==> src/rtl/countdown_timer.sv <==
// Down-counting interval timer with pause/resume, one-shot expiry and optional auto-reload.
// Input priority per edge is reset > load > stop > start; every output is registered.
module countdown_timer #(
    parameter int DATA_WIDTH = 16
) (
    input  logic                  clk,
    input  logic                  reset,
    input  logic                  load,
    input  logic [DATA_WIDTH-1:0] load_value,
    input  logic                  start,
    input  logic                  stop,
    input  logic                  auto_reload,
    output logic [DATA_WIDTH-1:0] count,
    output logic                  running,
    output logic                  paused,
    output logic                  expired,
    output logic                  done
);

    typedef enum logic [1:0] {
        IDLE    = 2'd0,
        RUN     = 2'd1,
        PAUSED  = 2'd2,
        EXPIRED = 2'd3
    } state_t;

    localparam logic [DATA_WIDTH-1:0] ONE = DATA_WIDTH'(1);

    state_t                state_reg, state_next;
    logic [DATA_WIDTH-1:0] count_reg, count_next;
    logic [DATA_WIDTH-1:0] reload_reg, reload_next;
    logic                  done_reg, done_next;
    logic                  running_reg, paused_reg, expired_reg;
    logic                  step;

    always_comb begin
        state_next  = state_reg;
        count_next  = count_reg;
        reload_next = reload_reg;
        done_next   = 1'b0;
        step        = 1'b0;

        if (load) begin
            count_next  = load_value;
            reload_next = load_value;
            state_next  = IDLE;
        end else if (stop) begin
            // stop masks start on the same edge, even where it has no effect itself
            if (state_reg == RUN)
                state_next = PAUSED;
        end else if (state_reg == RUN) begin
            step = 1'b1;
        end else if (start && (state_reg == IDLE || state_reg == PAUSED) && count_reg != '0) begin
            step = 1'b1;
        end

        // count is never 0 while stepping, so 1 is the only terminal value
        if (step) begin
            if (count_reg != ONE) begin
                count_next = count_reg - ONE;
                state_next = RUN;
            end else begin
                done_next = 1'b1;
                if (auto_reload) begin
                    count_next = reload_reg;
                    state_next = RUN;
                end else begin
                    count_next = '0;
                    state_next = EXPIRED;
                end
            end
        end
    end

    always_ff @(posedge clk) begin
        if (reset) begin
            state_reg   <= IDLE;
            count_reg   <= '0;
            reload_reg  <= '0;
            done_reg    <= 1'b0;
            running_reg <= 1'b0;
            paused_reg  <= 1'b0;
            expired_reg <= 1'b0;
        end else begin
            state_reg   <= state_next;
            count_reg   <= count_next;
            reload_reg  <= reload_next;
            done_reg    <= done_next;
            running_reg <= (state_next == RUN);
            paused_reg  <= (state_next == PAUSED);
            expired_reg <= (state_next == EXPIRED);
        end
    end

    assign count   = count_reg;
    assign running = running_reg;
    assign paused  = paused_reg;
    assign expired = expired_reg;
    assign done    = done_reg;

endmodule

==> config.mk <==
export PLATFORM = sky130hd
export DESIGN_NAME = countdown_timer
export DESIGN_NICKNAME = d
export VERILOG_FILES = /design/src/rtl/countdown_timer.sv
export SDC_FILE = /design/constraint.sdc
export NUM_CORES = 1
export LEC_CHECK = 0
export CAP_MARGIN = 5
export CORE_MARGIN = 5
export CORE_UTILIZATION = 52
export CTS_CLUSTER_DIAMETER = 50
export DETAILED_ROUTE_END_ITERATION = 8
export HOLD_SLACK_MARGIN = 0.15
export MAX_ROUTING_LAYER = met4
export PLACE_DENSITY_LB_ADDON = 0.25
export SLEW_MARGIN = 10
export SYNTH_ARGS = -nofsm -noshare
export SYNTH_HDL_FRONTEND = slang
export SYNTH_SLANG_ARGS = --single-unit
==> constraint.sdc <==
create_clock -name clk -period 2.53 [get_ports clk]
set_input_delay 0.759 -clock clk [delete_from_list [all_inputs] [get_ports clk]]
set_output_delay 0.759 -clock clk [all_outputs]
set_load 0.02 [all_outputs]
; ---- After elaboration in Yosys (flattened, before gate mapping)
; Index checks and enable logic that the tools add are counted.
[op_classes]
n_addsub = 1
eq_ne = 6
muxes = 15
n_bitwise = 1
n_reduce_logical = 7
[op_table]
columns = op, n
row1 = 16-bit two-way mux, 4
row2 = "16-bit by 1-bit != test with 1-bit output, second input constant", 1
row3 = 16-bit nonzero test, 1
row4 = "16-bit by 1-bit subtractor with 16-bit output, second input constant", 1
row5 = 2-bit two-way mux, 6
row6 = "2-bit == test, second input constant", 3
row7 = 1-bit two-way mux, 5
row8 = "2-bit by 1-bit == test with 1-bit output, second input constant", 2
row9 = 1-bit logical AND, 2
row10 = 2-bit logical NOT, 1
row11 = 2-bit nonzero test, 1
row12 = 2-bit OR reduction, 1
row13 = 1-bit logical OR, 1
row14 = 1-bit NOT, 1
[word_totals]
ff_bits = 38
input_bits = 22
out_inout_bits = 20
word_cells = 37

; ---- Depth between registers and ports, before layout
[logic_depth]
word_depth = 10
ltp_mapped = 9
ltp_nobuf = 7

; ---- Least setup slack after synthesis
; No wires, ideal clock.
[synth_timing]
path_kind = in2reg
from = input start
to = register count_reg[2] (netlist: count[2])
setup_time_ns = 0.095
arrival_ns = 2.004
required_time_ns = 2.435
path_slack_ns = 0.431
stages = 6
path_buffers = 1
cell_sequence = nand2b_1 > a21oi_1 > o21a_1 > clkbuf_1 > o21ai_0 > a221oi_1
[synth_via]
elab_chain_cells = 7
elab_cells_between_ends = 8
cone_classes = mux (5) / reduce/logical (3)
[synth_lines]
columns = element, line_no
row1 = "start, declared", 10  ; input logic start,
row2 = 1-bit logical AND (*) (2 in series), 53  ; end else if (start && (state_reg == IDLE || state_reg == PAUSED) && count_reg != '0) begin
row3 = 1-bit two-way mux (*), 53
row4 = 1-bit two-way mux (*), 51  ; end else if (state_reg == RUN) begin
row5 = 1-bit two-way mux (*), 47  ; end else if (stop) begin
row6 = 1-bit two-way mux (*), 43  ; if (load) begin
row7 = 16-bit two-way mux / 2-bit nonzero test (equally long branches), --
row8 = "end signal, assigned", 86  ; count_reg <= count_next;
row9 = "end, declared", 30  ; logic [DATA_WIDTH-1:0] count_reg, count_next;
; Every way passes the cells marked *; elsewhere a longest branch is shown, timed or not.
; A chain may end at the register's enable or synchronous reset.

; ---- Worst setup path after layout
[layout_timing]
from = register count_reg[4] (netlist: count[4])
to = output count[4]
[layout_lines]
columns = element, line_no
row1 = "end, declared", 13  ; output logic [DATA_WIDTH-1:0] count,
; No word-level cell between the ends.

==> metrics.md <==
| Metric | Value |
|---|---|
| Status | `finished clean` |
| Synth Area in Compound Gates | `25.3%` |
| Synth cell types | `50` |
| CTS buffer count | `5` |
| CP Max Fanout | `8` |
| Residual DRC | `0` |
| FP Rows | `23` |
| Max-slew headroom | `between 60 and 70%` |
| Adder-cell share of the synthesized area | `under 10%` |
| Critical path's slowest cell | `clkdlybuf4s50_1` |
| RSZ-0062 raised after global routing | `false` |
| Seq/Total Area, Yosys | `a little over a third` |
| Clk sink count | `38` |
| Placed Cells | `between 300 and 400` |
| Die ar. | `about 5600 um^2` |
| Ys flop type | `dfxtp_1` |
| EDFF count, synth | `0` |
| Drt first pass iters | `4` |
| Worst Hold Class | `flip-flop to flip-flop` |
| DR WL/cell | `15.2 um` |
| Crit path buffers/inverters | `1` |
| Cell taking the most area after synthesis | `dfxtp_1` |
| Pleak | `1.08 nW` |
| Initial core utilization | `a little over half` |
| HPWL Detailed | `around 3800 um` |
| Min Tclk post-route | `2.25 ns` |
| Critical Path AT | `between 1 and 1.5 ns` |
| Xor and xnor area share after synthesis | `between 3 and 4%` |
| Crit start category | `flip-flop` |
| Post-Synth Simple-Gate Area | `between 20% and 30%` |
| Setup-failing EPs final | `0` |
| Post-route setup TNS | `0 ns` |
| First-pass GRT wire length | `roughly 9000 um` |
| Yosys Warn Count | `0` |
| Fin worst setup slack | `about 0.28 ns` |
| Total Wirelength | `roughly 5300 um` |
| Syn avg cell area | `approximately 8.6 um^2` |
| Layout Skew | `~0.0038 ns` |
| Worst IR Drop VDD | `~0.39 mV` |
| GRT Overall Usage | `20.9%` |
| Port buffer count | `41` |
| Asr flop ratio synth | `0%` |
| DP Area | `approximately 2700 um^2` |
| Post-Synthesis Cells | `252` |
| Largest net degree at the start of global routing | `27` |
| Post-layout util | `a little over two thirds` |
| Fmax | `~440 MHz` |
| PostCTS Resize Cnt | `0` |
| Final Slew Violations | `0` |
| Vias per inst | `around 5.8` |
| Max-cap check violation count | `0` |
| Most common cell in the synthesized netlist | `dfxtp_1` |
| Top post-synthesis cells by count | `dfxtp_1, nor2_1, nand2_1, a21oi_1` |
| Critical path cell sequence | `clkdlybuf4s50_1` |
| Clk buf depth | `2` |
| Die Span X | `74.5 um` |
| Post-synthesis mux area share | `approximately 5.6%` |
| CP delay by family, top | `buffers and inverters` |
| Area of the core | `4030 um^2` |
| Final Instance Area | `2810 um^2` |
| Initial antenna violation count | `0` |
| Final Cycle Share | `89.0%` |
| Antenna fix cells | `0` |
| CP Class | `flip-flop to primary output` |
| Final count of hold timing violations | `0` |
| Clk_lat worst skew | `0.30 ns` |
| Synthesized area | `about 2200 um^2` |
| DIE HEIGHT | `74.5 um` |
| Share of Yosys cell area claimed by the top area cell type | `about a third` |
| GP Congestion | `slightly above 0.8` |
| Syn Nets | `277` |
| TritonCTS clock tree | `yes` |
| Worst endpoint required time | `approximately 1.8 ns` |
| Slew @ Worst Pin | `~0.53 ns` |
| Seq cells post-synth | `38` |
| Total gr overflow | `0` |
| DRT iter0 DRCs | `between 80 and 90` |
| Cell Count, Final, Fillers Out | `roughly 350` |
| Final nets | `326` |
| Ports | `42` |
| Post-place setup slack | `0.0840 ns` |
| Clk slew on worst S/H paths | `0.08 ns` |
| Reg2Reg Setup Slack | `about 0.31 ns` |
| P&R area growth vs syn | `30.0%` |
| Power Dens Cells | `roughly 560 nW/um^2` |
| DRT antenna net count | `0` |
| Vias after detailed routing | `approximately 2000` |
| Crit path largest cell delay | `around 0.69 ns` |
| Vias in the first global route | `1874` |
| Largest family of logic cells by synthesized area | `compound AO/OA/AOI/OAI gates` |
| Share of cells above drive strength 1 | `between 15 and 20%` |
| H-tree depth | `2` |
| Root buf cell | `clkbuf_8` |
| Top cells by area, synth | `dfxtp_1, mux2i_1, a221oi_2, a21oi_1, nor2_1` |
| Crit. End Element | `primary output` |
## report_power, final
group / switching [mW] / leakage, nW / internal (mW)
combinational: 0.203 / 0.713 / 0.186
sequential: 0.0456 / 0.314 / 0.635
clock: 0.226 / 0.0579 / 0.290
## area by class of cell
class	count	area (um^2)
clock buffer	5	68.8
multi-input combinational	185	1280
inverter	13	48.8
sequential	38	761
timing repair buffer	58	546
clock inverter	3	40.0
tap	50	62.6
fill	351	1220
## placed cells by master, fill, tap and decap left out, types with 6 or more instances in the layout
| master | instances |
|---|---|
| mux2i_1 | 12 |
| nor2_1 | 28 |
| nand2_1 | 24 |
| a221oi_2 | 8 |
| a21oi_1 | 22 |
| dfxtp_1 | 38 |
| xnor2_1 | 6 |
| inv_1 | 12 |
| o211ai_1 | 7 |
| clkdlybuf4s50_1 | 40 |
| buf_4 | 16 |
## repair_timing
| item | 4_1_cts | 5_1_grt |
|---|---|---|
| hold buffers | 0 | 0 |
| buffers inserted | 0 | 3 |
| endpoints found under the setup margin | 0 | 1 |
| hold endpoints to repair | 0 | 0 |
## cell families after synthesis
family	after synthesis
mux	12
compound gates	70
buf+inv	29
fa+ha+maj	3
xor+xnor	8
simple gates	92
flops	38
## routing by layer
metal / vias to the layer above / wire length [um] / GRT usage [%]
met5: - / 0 / -
li1: 1025 / - / -
met4: 0 / 78 / 6.52
met3: 9 / 272 / 4.19
met2: 46 / 2430 / 32.9
met1: 950 / 2570 / 27.0
## final timing paths
path / end / cells past startpoint / startpoint
worst max-delay path: count[4] / 1 / count[4]
worst min-delay path: reload_reg[1] / 2 / reload_reg[1]
worst max register to register: paused / 6 / count[11]
worst min register to register: reload_reg[1] / 2 / reload_reg[1]
## stage by stage
step	hold WS (ns)	total power, mW
2_1_floorplan	0.441	0.926
5_1_grt	0.499	1.65
3_5_place_dp	0.461	1.07
4_1_cts	0.471	1.58
6_report	0.465	1.59
3_3_place_gp	0.454	1.07
Note: power is estimated with default switching activity, not from simulation.
